==> src/rtl/debounce_bank.sv <==
// Multi-channel input debouncer: 2-FF sync, stable-count filter, press/release pulses.
// Optional auto-repeat on held channels is compiled in with `define DEBOUNCE_REPEAT_EN.
module debounce_bank #(
  parameter int N_CH          = 5,
  parameter int STABLE_CYCLES = 1_000_000,
  parameter int REPEAT_DELAY  = 50_000_000,
  parameter int REPEAT_RATE   = 10_000_000
) (
  input  logic            clk,
  input  logic            reset,
  input  logic [N_CH-1:0] btn_in,
  output logic [N_CH-1:0] btn_level,
  output logic [N_CH-1:0] btn_press,
  output logic [N_CH-1:0] btn_release,
  output logic [N_CH-1:0] btn_repeat
);

  if (N_CH < 1 || N_CH > 32) begin : g_bad_n_ch
    $error("debounce_bank: N_CH must be in 1..32");
  end
  if (STABLE_CYCLES < 2) begin : g_bad_stable
    $error("debounce_bank: STABLE_CYCLES must be at least 2");
  end
  if (REPEAT_RATE < 1) begin : g_bad_rate
    $error("debounce_bank: REPEAT_RATE must be at least 1");
  end

  localparam int unsigned CW = $clog2(STABLE_CYCLES);
  localparam logic [CW-1:0] CNT_MAX = CW'(STABLE_CYCLES - 1);

  logic [N_CH-1:0] sync0;
  logic [N_CH-1:0] sync1;
  logic [N_CH-1:0] level_nxt;
  logic [CW-1:0]   cnt     [N_CH];
  logic [CW-1:0]   cnt_nxt [N_CH];

  always_comb begin
    level_nxt = btn_level;
    for (int unsigned i = 0; i < N_CH; i++) begin
      cnt_nxt[i] = '0;
      if (sync1[i] != btn_level[i]) begin
        if (cnt[i] == CNT_MAX) begin
          level_nxt[i] = sync1[i];
        end else begin
          cnt_nxt[i] = cnt[i] + 1'b1;
        end
      end
    end
  end

  // Pulses are derived from the next level so they line up with the level change.
  always_ff @(posedge clk or posedge reset) begin
    if (reset) begin
      sync0       <= '0;
      sync1       <= '0;
      btn_level   <= '0;
      btn_press   <= '0;
      btn_release <= '0;
      for (int unsigned i = 0; i < N_CH; i++) begin
        cnt[i] <= '0;
      end
    end else begin
      sync0       <= btn_in;
      sync1       <= sync0;
      btn_level   <= level_nxt;
      btn_press   <= level_nxt & ~btn_level;
      btn_release <= ~level_nxt & btn_level;
      for (int unsigned i = 0; i < N_CH; i++) begin
        cnt[i] <= cnt_nxt[i];
      end
    end
  end

`ifdef DEBOUNCE_REPEAT_EN
  localparam int unsigned HW = (REPEAT_DELAY < 1) ? 1 : $clog2(REPEAT_DELAY + 1);
  localparam int unsigned RW = (REPEAT_RATE < 2) ? 1 : $clog2(REPEAT_RATE);
  localparam logic [HW-1:0] HOLD_MAX = HW'(REPEAT_DELAY);
  localparam logic [RW-1:0] RATE_MAX = RW'(REPEAT_RATE - 1);

  logic [HW-1:0] hold [N_CH];
  logic [RW-1:0] rate [N_CH];

  // Hold counter saturates at the initial delay; the rate counter then spaces later pulses.
  always_ff @(posedge clk or posedge reset) begin
    if (reset) begin
      btn_repeat <= '0;
      for (int unsigned i = 0; i < N_CH; i++) begin
        hold[i] <= '0;
        rate[i] <= '0;
      end
    end else begin
      for (int unsigned i = 0; i < N_CH; i++) begin
        if (level_nxt[i] && btn_level[i]) begin
          if (hold[i] != HOLD_MAX) begin
            hold[i]       <= hold[i] + 1'b1;
            rate[i]       <= '0;
            btn_repeat[i] <= ((hold[i] + 1'b1) == HOLD_MAX);
          end else begin
            btn_repeat[i] <= (rate[i] == RATE_MAX);
            rate[i]       <= (rate[i] == RATE_MAX) ? '0 : rate[i] + 1'b1;
          end
        end else begin
          hold[i]       <= '0;
          rate[i]       <= '0;
          btn_repeat[i] <= 1'b0;
        end
      end
    end
  end
`else
  assign btn_repeat = '0;
`endif

endmodule

==> config.mk <==
export PLATFORM = sky130hd
export DESIGN_NAME = debounce_bank
export DESIGN_NICKNAME = d
export VERILOG_FILES = /design/src/rtl/debounce_bank.sv
export SDC_FILE = /design/constraint.sdc
export NUM_CORES = 1
export LEC_CHECK = 0
export BUFFER_PORTS_ARGS = -buffer_cell sky130_fd_sc_hd__buf_2
export CAP_MARGIN = 20
export CORE_ASPECT_RATIO = 0.6
export CORE_UTILIZATION = 60
export DETAILED_ROUTE_END_ITERATION = 16
export PLACE_DENSITY = 0.83
export SLEW_MARGIN = 15
export SYNTH_ARGS = -nofsm -noshare
export SYNTH_HDL_FRONTEND = slang
export SYNTH_SLANG_ARGS = --single-unit
export TNS_END_PERCENT = 1
==> constraint.sdc <==
create_clock -name clk -period 4.7 [get_ports clk]
set_input_delay 0.47 -clock clk [delete_from_list [all_inputs] [get_ports clk]]
set_output_delay 0.47 -clock clk [all_outputs]
set_load 0.02 [all_outputs]
* Word-level counts from Yosys, hierarchy flattened
Cells that the tools add are included.
W data, S select, Z words.
** Storage, ports and cells
- Bits in registers :: 125
- Input bits :: 7
- Output and inout bits :: 20
- Word-level logic and storage cells :: 49
** Cells by class
- Add/subtract/negate cells :: 5
- Eq/ne operators :: 10
- Muxes and demuxes :: 20
- Bitwise gates (word level) :: 4
** Operators by type and width (number)
- $mux W20 :: 10
- $add A20 B1 Y20 const B :: 5
- $eq A20 B20 Y1 const B :: 5
- $and A5 B5 Y5 :: 2
- $mux W1 :: 10
- $not A5 Y5 :: 2
- $ne A1 B1 Y1 :: 5

* Depth between registers and ports, before layout
Gate-level depths: netlist of the first run.
- Word-level depth :: 5
- Gate-level depth with buffers :: 6
- Mapped depth without buffers :: 5

* Least setup slack after synthesis of the first run
OpenSTA, ideal clock, no wires.
- Kind :: reg2reg
- From :: register cnt[90] (netlist name)
- To :: register btn_level[0]
- Setup time :: 0.125 ns
- Arrival time :: 1.974 ns
- Data required time :: 4.575 ns
- Setup slack :: 2.601 ns
- Stages on the path, launching flop included :: 5
- Path buffers :: 0
- Period minus slack after synthesis :: 2.099 ns
- Cells stage by stage :: dfrtp_1 -> or4_1 -> or4_4 -> or2_4 -> mux2_4
** Between the ends
- Cells in the longest elaborated chain, start to end :: 3
** Ends and longest elaborated chain
- from (decl) :: RTL line 34 : logic [CW-1:0] cnt [N_CH];
- from (signal, indexed assignment) :: RTL line 69 : cnt[i] <= cnt_nxt[i];
- $eq A20 B20 Y1 :: RTL line 42 : if (cnt[i] == CNT_MAX) begin
- $mux W1 :: RTL line 42
- $mux W1 :: RTL line 41 : if (sync1[i] != btn_level[i]) begin
- via level_nxt[0] :: RTL line 33 : logic [N_CH-1:0] level_nxt;
- to (signal assigned) :: RTL line 65 : btn_level <= level_nxt;
- to (decl) :: RTL line 12 : output logic [N_CH-1:0] btn_level,
The timed path passes the listed nets, and every way through them passes these cells.

==> tab_implementation.tex, run 1 <==
\begin{tabular}{lr}
\hline
Metric & Value \\
\hline
\multicolumn{2}{l}{\textbf{Drt}} \\
Detail Route Antenna Nets & 0 \\
Number of DRC violations after detailed-routing iteration 0 & 327 \\
Routed vias & 4397 \\
Routed wire length & 11770 um \\
Post-DR vias/cell & 5.910 \\
Detailed-routing iteration count for the pre-antenna-repair pass & 7 \\
Final routed DRC violation total & 0 \\
Final routed wire length divided by cell count & 15.82 um \\
\multicolumn{2}{l}{\textbf{STA}} \\
Unrepaired setup endpoints after global routing & false \\
Hold slack & 0.09346 ns \\
Total of endpoints with negative setup slack in the final report & 0 \\
Final WS setup & 2.349 ns \\
Fmax & 425.3 MHz \\
Rel. slew slack & 0.4758 \\
Hold violation total from the final report & 0 \\
Final cycle utilization of the critical path & 0.5003 \\
Number of pins exceeding their max-slew limit in the final report & 0 \\
Setup TNS & 0 ns \\
Worst Clk Skew & 0.008154 ns \\
Transition time at the pin with the least slew margin & 0.7791 ns \\
Post-layout minimum cycle time & 2.351 ns \\
\multicolumn{2}{l}{\textbf{Final layout}} \\
Count of nets after finishing & 614 \\
Design area & 6659 um\^{}2 \\
Area growth from synthesis to layout & 14.13\% \\
Layout Utilization & 0.7168 \\
Layout cells sized above 1 & 0.1189 \\
Highest-count cells in the layout ignoring fill and taps & 125 x sky130\_fd\_sc\_hd\_\_dfrtp\_1, 80 x sky130\_fd\_sc\_hd\_\_nor2\_1, 44 x sky130\_fd\_sc\_hd\_\_xnor2\_1, 37 x sky130\_fd\_sc\_hd\_\_nand3\_1, 26 x sky130\_fd\_sc\_hd\_\_a21oi\_1 \\
Number of standard cells in the final layout excluding fillers & 744 \\
\# diodes & 0 \\
Most common library cell in the layout ignoring fill and taps & sky130\_fd\_sc\_hd\_\_dfrtp\_1 \\
\multicolumn{2}{l}{\textbf{Floorplan}} \\
Die Y & 78.38 um \\
Starting density of the core & 0.6280 \\
Std cell rows & 27 \\
Die Area & 10130 um\^{}2 \\
Die width & 129.3 um \\
Core region area & 9290 um\^{}2 \\
I/O pin count & 27 \\
\multicolumn{2}{l}{\textbf{Worst setup path}} \\
Setup crit end kind & flip-flop \\
RR Endpoint & cnt[95] \\
Critical path startpoint category & flip-flop \\
Worst Path Arrival & 2.61 ns \\
Length in cells of the worst reg-to-reg path & 5 \\
Critical Path RT & 4.96 ns \\
Max FO, Critical Path & 16 \\
Launch point of the worst reg-to-reg path & cnt[80] \\
Reg2Reg Setup Slack & 2.35 ns \\
Worst setup path category & reg2reg \\
\multicolumn{2}{l}{\textbf{Clock network}} \\
Inserted Clock Buffers & 17 \\
Max H-tree Level & 4 \\
Number of resized instances in the post-cts repair step & 0 \\
Clock network latency to the later pin of the worst-skew pair & 0.41 ns \\
Hold buffer count at CTS & 0 \\
Post-CTS clock slew at the launch and capture registers of the worst setup and hold paths & 0.06 ns \\
TritonCTS clock tree & done \\
Clock Sink Count & 125 \\
Clock buffer depth & 2 \\
Clock Root Buffer & sky130\_fd\_sc\_hd\_\_clkbuf\_16 \\
Setup bufs post-CTS & 0 \\
\multicolumn{2}{l}{\textbf{Pwr}} \\
LEAKAGE & 2.753 nW \\
Internal power contribution & 1.950 mW \\
Seq pwr share & 0.447 \\
Worst vdd ir & 0.2762 mV \\
Total power & 2.476 mW \\
Sw power & 525.8 uW \\
Power density over the cells & 371.8 nW/um\^{}2 \\
Part of the total power dissipated in the clock network & 0.526 \\
Switch share & 0.2124 \\
Gate power share & 0.027 \\
\multicolumn{2}{l}{\textbf{Synthesis}} \\
Top-area cell type share of the netlist area & 0.5361 \\
Adder-cell area share of the yosys netlist & 0.01072 \\
Cell count after synthesis & 572 \\
Dominant combinational cell family by area after synthesis & simple AND/OR/NAND/NOR gates \\
Multiplexer area fraction after synthesis & 0.01373 \\
Count of warnings emitted by yosys & 0 \\
Fraction of the yosys area taken by sequential cells & 0.5361 \\
Xor-xnor portion of the synthesized cell area & 0.09908 \\
Leading cell types by total area after synthesis & sky130\_fd\_sc\_hd\_\_dfrtp\_1 54\%, sky130\_fd\_sc\_hd\_\_xnor2\_1 6.6\%, sky130\_fd\_sc\_hd\_\_nor2\_1 5.1\% \\
Per-instance average area after synthesis & 10.20 um\^{}2 \\
Post-synthesis simple-gate area fraction & 0.2488 \\
Mapped cell area & 5834 um\^{}2 \\
Seq cells post-synth & 125 \\
Netlist cell types & 44 \\
Compound-cell area share of the yosys netlist & 0.06219 \\
Largest area contributor in the synthesized netlist & sky130\_fd\_sc\_hd\_\_dfrtp\_1 \\
\multicolumn{2}{l}{\textbf{Job}} \\
Max cap viols & 0 \\
\multicolumn{2}{l}{\textbf{GRT}} \\
Largest net degree at the start of global routing & 86 \\
Initial antenna violation count & 0 \\
First-pass GRT wire length & 20180 um \\
Number of global-route vias before repair & 4330 \\
Remaining global-route overflow & 0 \\
All-Layer GR Usage & 0.2571 \\
\multicolumn{2}{l}{\textbf{Placed design}} \\
Total cell area at the placement stage & 6050 um\^{}2 \\
Port buffer count & 21 \\
Pre-CTS setup slack & 2.372 ns \\
Number of instances in the placed design & 712 \\
Final weighted congestion in routability-driven placement & 0.8535 \\
Post-detail-place hpwl & 7676 um \\
\multicolumn{2}{l}{\textbf{Run status}} \\
Status & complete, no violations \\
\multicolumn{2}{l}{\textbf{Worst hold path}} \\
Type of the tightest min-delay check & in2async \\
\hline
\end{tabular}
[cell families (layout without fill, tap and decap cells)]
logic type | Yosys count | count (layout)
simple gates | 271 | 271
flops | 125 | 125
xor+xnor | 66 | 66
compound gates | 59 | 59
buf+inv | 38 | 76
mux | 7 | 7
fa+ha+maj | 5 | 5
other cells | 1 | 5
[power by group through the flow]
stage | registers (mW) | clock network [mW] | logic, mW
2_1_floorplan | 1.12 | 0 | 0.0522
3_3_place_gp | 1.12 | 0 | 0.0616
3_5_place_dp | 1.13 | 0 | 0.0642
4_1_cts | 1.11 | 1.32 | 0.0648
5_1_grt | 1.11 | 1.36 | 0.0756
6_report | 1.11 | 1.30 | 0.0657
[how the worst max path moves through the flow]
stage                 start      endpoint  slack, ns  cells after the start
floorplan             reset  btn_level[0]       0.90                      1
global placement     cnt[0]       cnt[16]       2.45                      5
detailed placement  cnt[80]       cnt[93]       2.37                      5
CTS                 cnt[80]       cnt[93]       2.36                      5
global route        cnt[80]       cnt[84]       2.19                      5
finish              cnt[80]       cnt[95]       2.35                      5
[registers in the layout (all words and copies together), names as in the netlist]
signal and count:
btn_level 5, btn_press 5, btn_release 5, cnt 100, sync0 5, sync1 5
[worst max-delay path, stage by stage, from the launching register on]
cell	delay [ns]
sky130_fd_sc_hd__dfrtp_1	0.39
sky130_fd_sc_hd__ha_1	0.20
sky130_fd_sc_hd__nand3_1	0.26
sky130_fd_sc_hd__or4_4	0.65
sky130_fd_sc_hd__o21ai_2	0.56
sky130_fd_sc_hd__nor2_1	0.14
[cell type report]
| cell class | count | area [um^2] |
|---|---|---|
| clock buffer | 19 | 442.9 |
| clock inverter | 12 | 146.4 |
| fill | 632 | 2631 |
| inverter | 20 | 77.57 |
| multi-input combinational | 413 | 2554 |
| sequential | 125 | 3128 |
| tap | 130 | 162.7 |
| timing repair buffer | 25 | 147.6 |
[cells in the mapped netlist, drive strengths merged]
library cell  number
dfrtp            125
nor2              80
xnor2             44
nand3             38
a21oi             26
nand2             24
xor2              22
inv               20
nand4             20
or4               20
nor3              16
o21ai             15
nor4              14
and3              13
or3               13
o31ai             12
buf               10
nor3b             10
clkbuf             8
and2               5
ha                 5
mux2               5
nand2b             3
nand4b             3
or2                3
or4b               3
a31o               2
and4               2
mux2i              2
nor4b              2
o221ai             2
a211oi             1
and3b              1
conb               1
nor4bb             1
o2111a             1
[layer usage]
| metal | vias to the layer above | wire length, um | track usage |
|---|---|---|---|
| li1 | 2079 | - | - |
| met1 | 2175 | 5414 | 0.3411 |
| met2 | 126 | 5697 | 0.4108 |
| met3 | 17 | 510 | 0.06339 |
| met4 | 0 | 148 | 0.09529 |
| met5 | - | 0 | 0 |
Note: power is estimated with default switching activity, not from simulation.
==> run 2, diff against run 1 <==
- CORE_UTILIZATION: 60 -> 55
- PLACE_DENSITY: 0.83 -> 0.8
- clock period: 4.7 -> 2.05 ns (I/O delays scaled with it)
==> run 2 against run 1 <==
  * The flow now finishes with violations (setup timing)
  * Power rose by 130%
  * Hold slack better by 0.25 ns
  * Routed wire length increased by 10%
  * Critical path type unchanged
  * Largest power group unchanged
==> tab_implementation.tex, run 2 (synthesized netlist as in run 1, its figures left out) <==
\begin{tabular}{lr}
\hline
Metric & Value \\
\hline
\multicolumn{2}{l}{\textbf{STA}} \\
Number of pins exceeding their max-slew limit in the final report & 0 \\
Fmax & 480.8 MHz \\
Total of endpoints with negative setup slack in the final report & 1 \\
Post-layout minimum cycle time & 2.080 ns \\
Unrepaired setup endpoints after global routing & true \\
Transition time at the pin with the least slew margin & 0.7243 ns \\
Worst Clk Skew & 0.008659 ns \\
Hold violation total from the final report & 0 \\
Final WS setup & -0.02986 ns \\
Setup TNS & -0.02986 ns \\
Rel. slew slack & 0.5161 \\
Hold slack & 0.3472 ns \\
Final cycle utilization of the critical path & 1.015 \\
\multicolumn{2}{l}{\textbf{Clock network}} \\
Clock network latency to the later pin of the worst-skew pair & 0.42 ns \\
Max H-tree Level & 4 \\
TritonCTS clock tree & done \\
Post-CTS clock slew at the launch and capture registers of the worst setup and hold paths & 0.06 ns \\
Clock buffer depth & 2 \\
Inserted Clock Buffers & 17 \\
Clock Root Buffer & sky130\_fd\_sc\_hd\_\_clkbuf\_16 \\
Clock Sink Count & 125 \\
\multicolumn{2}{l}{\textbf{Pwr}} \\
Internal power contribution & 4.438 mW \\
Worst vdd ir & 0.5563 mV \\
Part of the total power dissipated in the clock network & 0.522 \\
Sw power & 1.292 mW \\
Power density over the cells & 804.9 nW/um\^{}2 \\
Gate power share & 0.036 \\
LEAKAGE & 2.998 nW \\
Seq pwr share & 0.442 \\
Switch share & 0.2255 \\
Total power & 5.730 mW \\
\multicolumn{2}{l}{\textbf{Floorplan}} \\
Std cell rows & 28 \\
Starting density of the core & 0.5782 \\
Die Area & 11040 um\^{}2 \\
Die width & 135.0 um \\
I/O pin count & 27 \\
Core region area & 10090 um\^{}2 \\
Die Y & 81.78 um \\
\multicolumn{2}{l}{\textbf{Placed design}} \\
Pre-CTS setup slack & -0.04160 ns \\
Post-detail-place hpwl & 8356 um \\
Total cell area at the placement stage & 6405 um\^{}2 \\
Number of instances in the placed design & 755 \\
Final weighted congestion in routability-driven placement & 0.8118 \\
Port buffer count & 21 \\
\multicolumn{2}{l}{\textbf{GRT}} \\
Largest net degree at the start of global routing & 48 \\
Remaining global-route overflow & 0 \\
Number of global-route vias before repair & 4549 \\
Initial antenna violation count & 0 \\
All-Layer GR Usage & 0.2533 \\
First-pass GRT wire length & 21330 um \\
\multicolumn{2}{l}{\textbf{Final layout}} \\
Most common library cell in the layout ignoring fill and taps & sky130\_fd\_sc\_hd\_\_dfrtp\_1 \\
Largest register FFs & 100 \\
Filler Cells Inserted & 699 \\
Area growth from synthesis to layout & 22.02\% \\
\# diodes & 0 \\
Number of standard cells in the final layout excluding fillers & 796 \\
Layout Utilization & 0.7056 \\
Count of nets after finishing & 660 \\
Largest register by flop count & cnt \\
Highest-count cells in the layout ignoring fill and taps & 125 x sky130\_fd\_sc\_hd\_\_dfrtp\_1, 80 x sky130\_fd\_sc\_hd\_\_nor2\_1, 44 x sky130\_fd\_sc\_hd\_\_xnor2\_1, 38 x sky130\_fd\_sc\_hd\_\_buf\_4, 37 x sky130\_fd\_sc\_hd\_\_nand3\_1 \\
Design area & 7119 um\^{}2 \\
Layout cells sized above 1 & 0.1831 \\
\multicolumn{2}{l}{\textbf{Run status}} \\
Violated checks & setup timing \\
Status & finished, violations left \\
\multicolumn{2}{l}{\textbf{Worst hold path}} \\
Type of the tightest min-delay check & reg2reg \\
\multicolumn{2}{l}{\textbf{Worst setup path}} \\
Critical path startpoint category & flip-flop \\
Setup crit end kind & flip-flop \\
Worst setup path category & reg2reg \\
Worst Path Arrival & 2.38 ns \\
Critical Path RT & 2.35 ns \\
Max FO, Critical Path & 5 \\
\multicolumn{2}{l}{\textbf{Drt}} \\
Detailed-routing iteration count for the pre-antenna-repair pass & 5 \\
Number of DRC violations after detailed-routing iteration 0 & 389 \\
Routed vias & 4678 \\
Post-DR vias/cell & 5.877 \\
Final routed DRC violation total & 0 \\
Routed wire length & 12970 um \\
Final routed wire length divided by cell count & 16.30 um \\
Detail Route Antenna Nets & 0 \\
\multicolumn{2}{l}{\textbf{Job}} \\
Max cap viols & 0 \\
\hline
\end{tabular}
run 2: cell count changes in the layout (fill, tap and decap cells not counted), sizes merged:
cell         before  now
dlygate4sd3       0    6
clkinvlp          3    4
clkinv            6    7
buf              25   65
bufinv            3    2
run 2: final cells by class:
cell class                 count  area (um^2)  area share
clock buffer                  19        452.9     0.06362
clock inverter                13        141.4     0.01986
inverter                      20        78.83     0.01107
multi-input combinational    413         2587      0.3634
sequential                   125         3128      0.4394
tap                          135        168.9     0.02373
timing repair buffer          71        561.8     0.07891
run 2: final timing paths:
path	startpoint	end	slack [ns]	depth (start not counted)
worst min-delay path	sync0[4]	sync1[4]	0.35	0
min in group asynchronous	reset	cnt[21]	0.46	3
worst max register to register	cnt[86]	btn_level[0]	-0.03	4
worst min register to register	sync0[4]	sync1[4]	0.35	0
max in group asynchronous	reset	cnt[83]	0.88	4
worst max-delay path	cnt[86]	btn_level[0]	-0.03	4
run 2: routing by layer:
metal / GRT usage / vias to the layer above / wire length [um]
met5: 0 / - / 0
met4: 0.08652 / 0 / 138
met3: 0.07778 / 20 / 569
met2: 0.4077 / 130 / 6189
met1: 0.3294 / 2351 / 6076
li1: - / 2177 / -
run 2: repair_timing:
action	4_1_cts	5_1_grt
gates cloned	0	0
setup endpoints to repair	18	47
resized for setup	2	6
pin swaps	3	1
hold buffers	6	0
buffers inserted	0	3
hold endpoints to repair	33	0
run 2: power by group through the flow:
stage | Clock (mW) | Combinational (mW) | Sequential, mW
3_3_place_gp | 0 | 0.183 | 2.57
6_report | 2.99 | 0.204 | 2.53
4_1_cts | 3.01 | 0.200 | 2.53
5_1_grt | 3.14 | 0.230 | 2.54
2_1_floorplan | 0 | 0.120 | 2.57
3_5_place_dp | 0 | 0.188 | 2.58
run 2: critical path, stage by stage, from the launching register on:
cell,delay [ns]
sky130_fd_sc_hd__dfrtp_1,0.37
sky130_fd_sc_hd__or4_1,0.53
sky130_fd_sc_hd__or4_4,0.50
sky130_fd_sc_hd__or2_4,0.27
sky130_fd_sc_hd__mux2_4,0.30
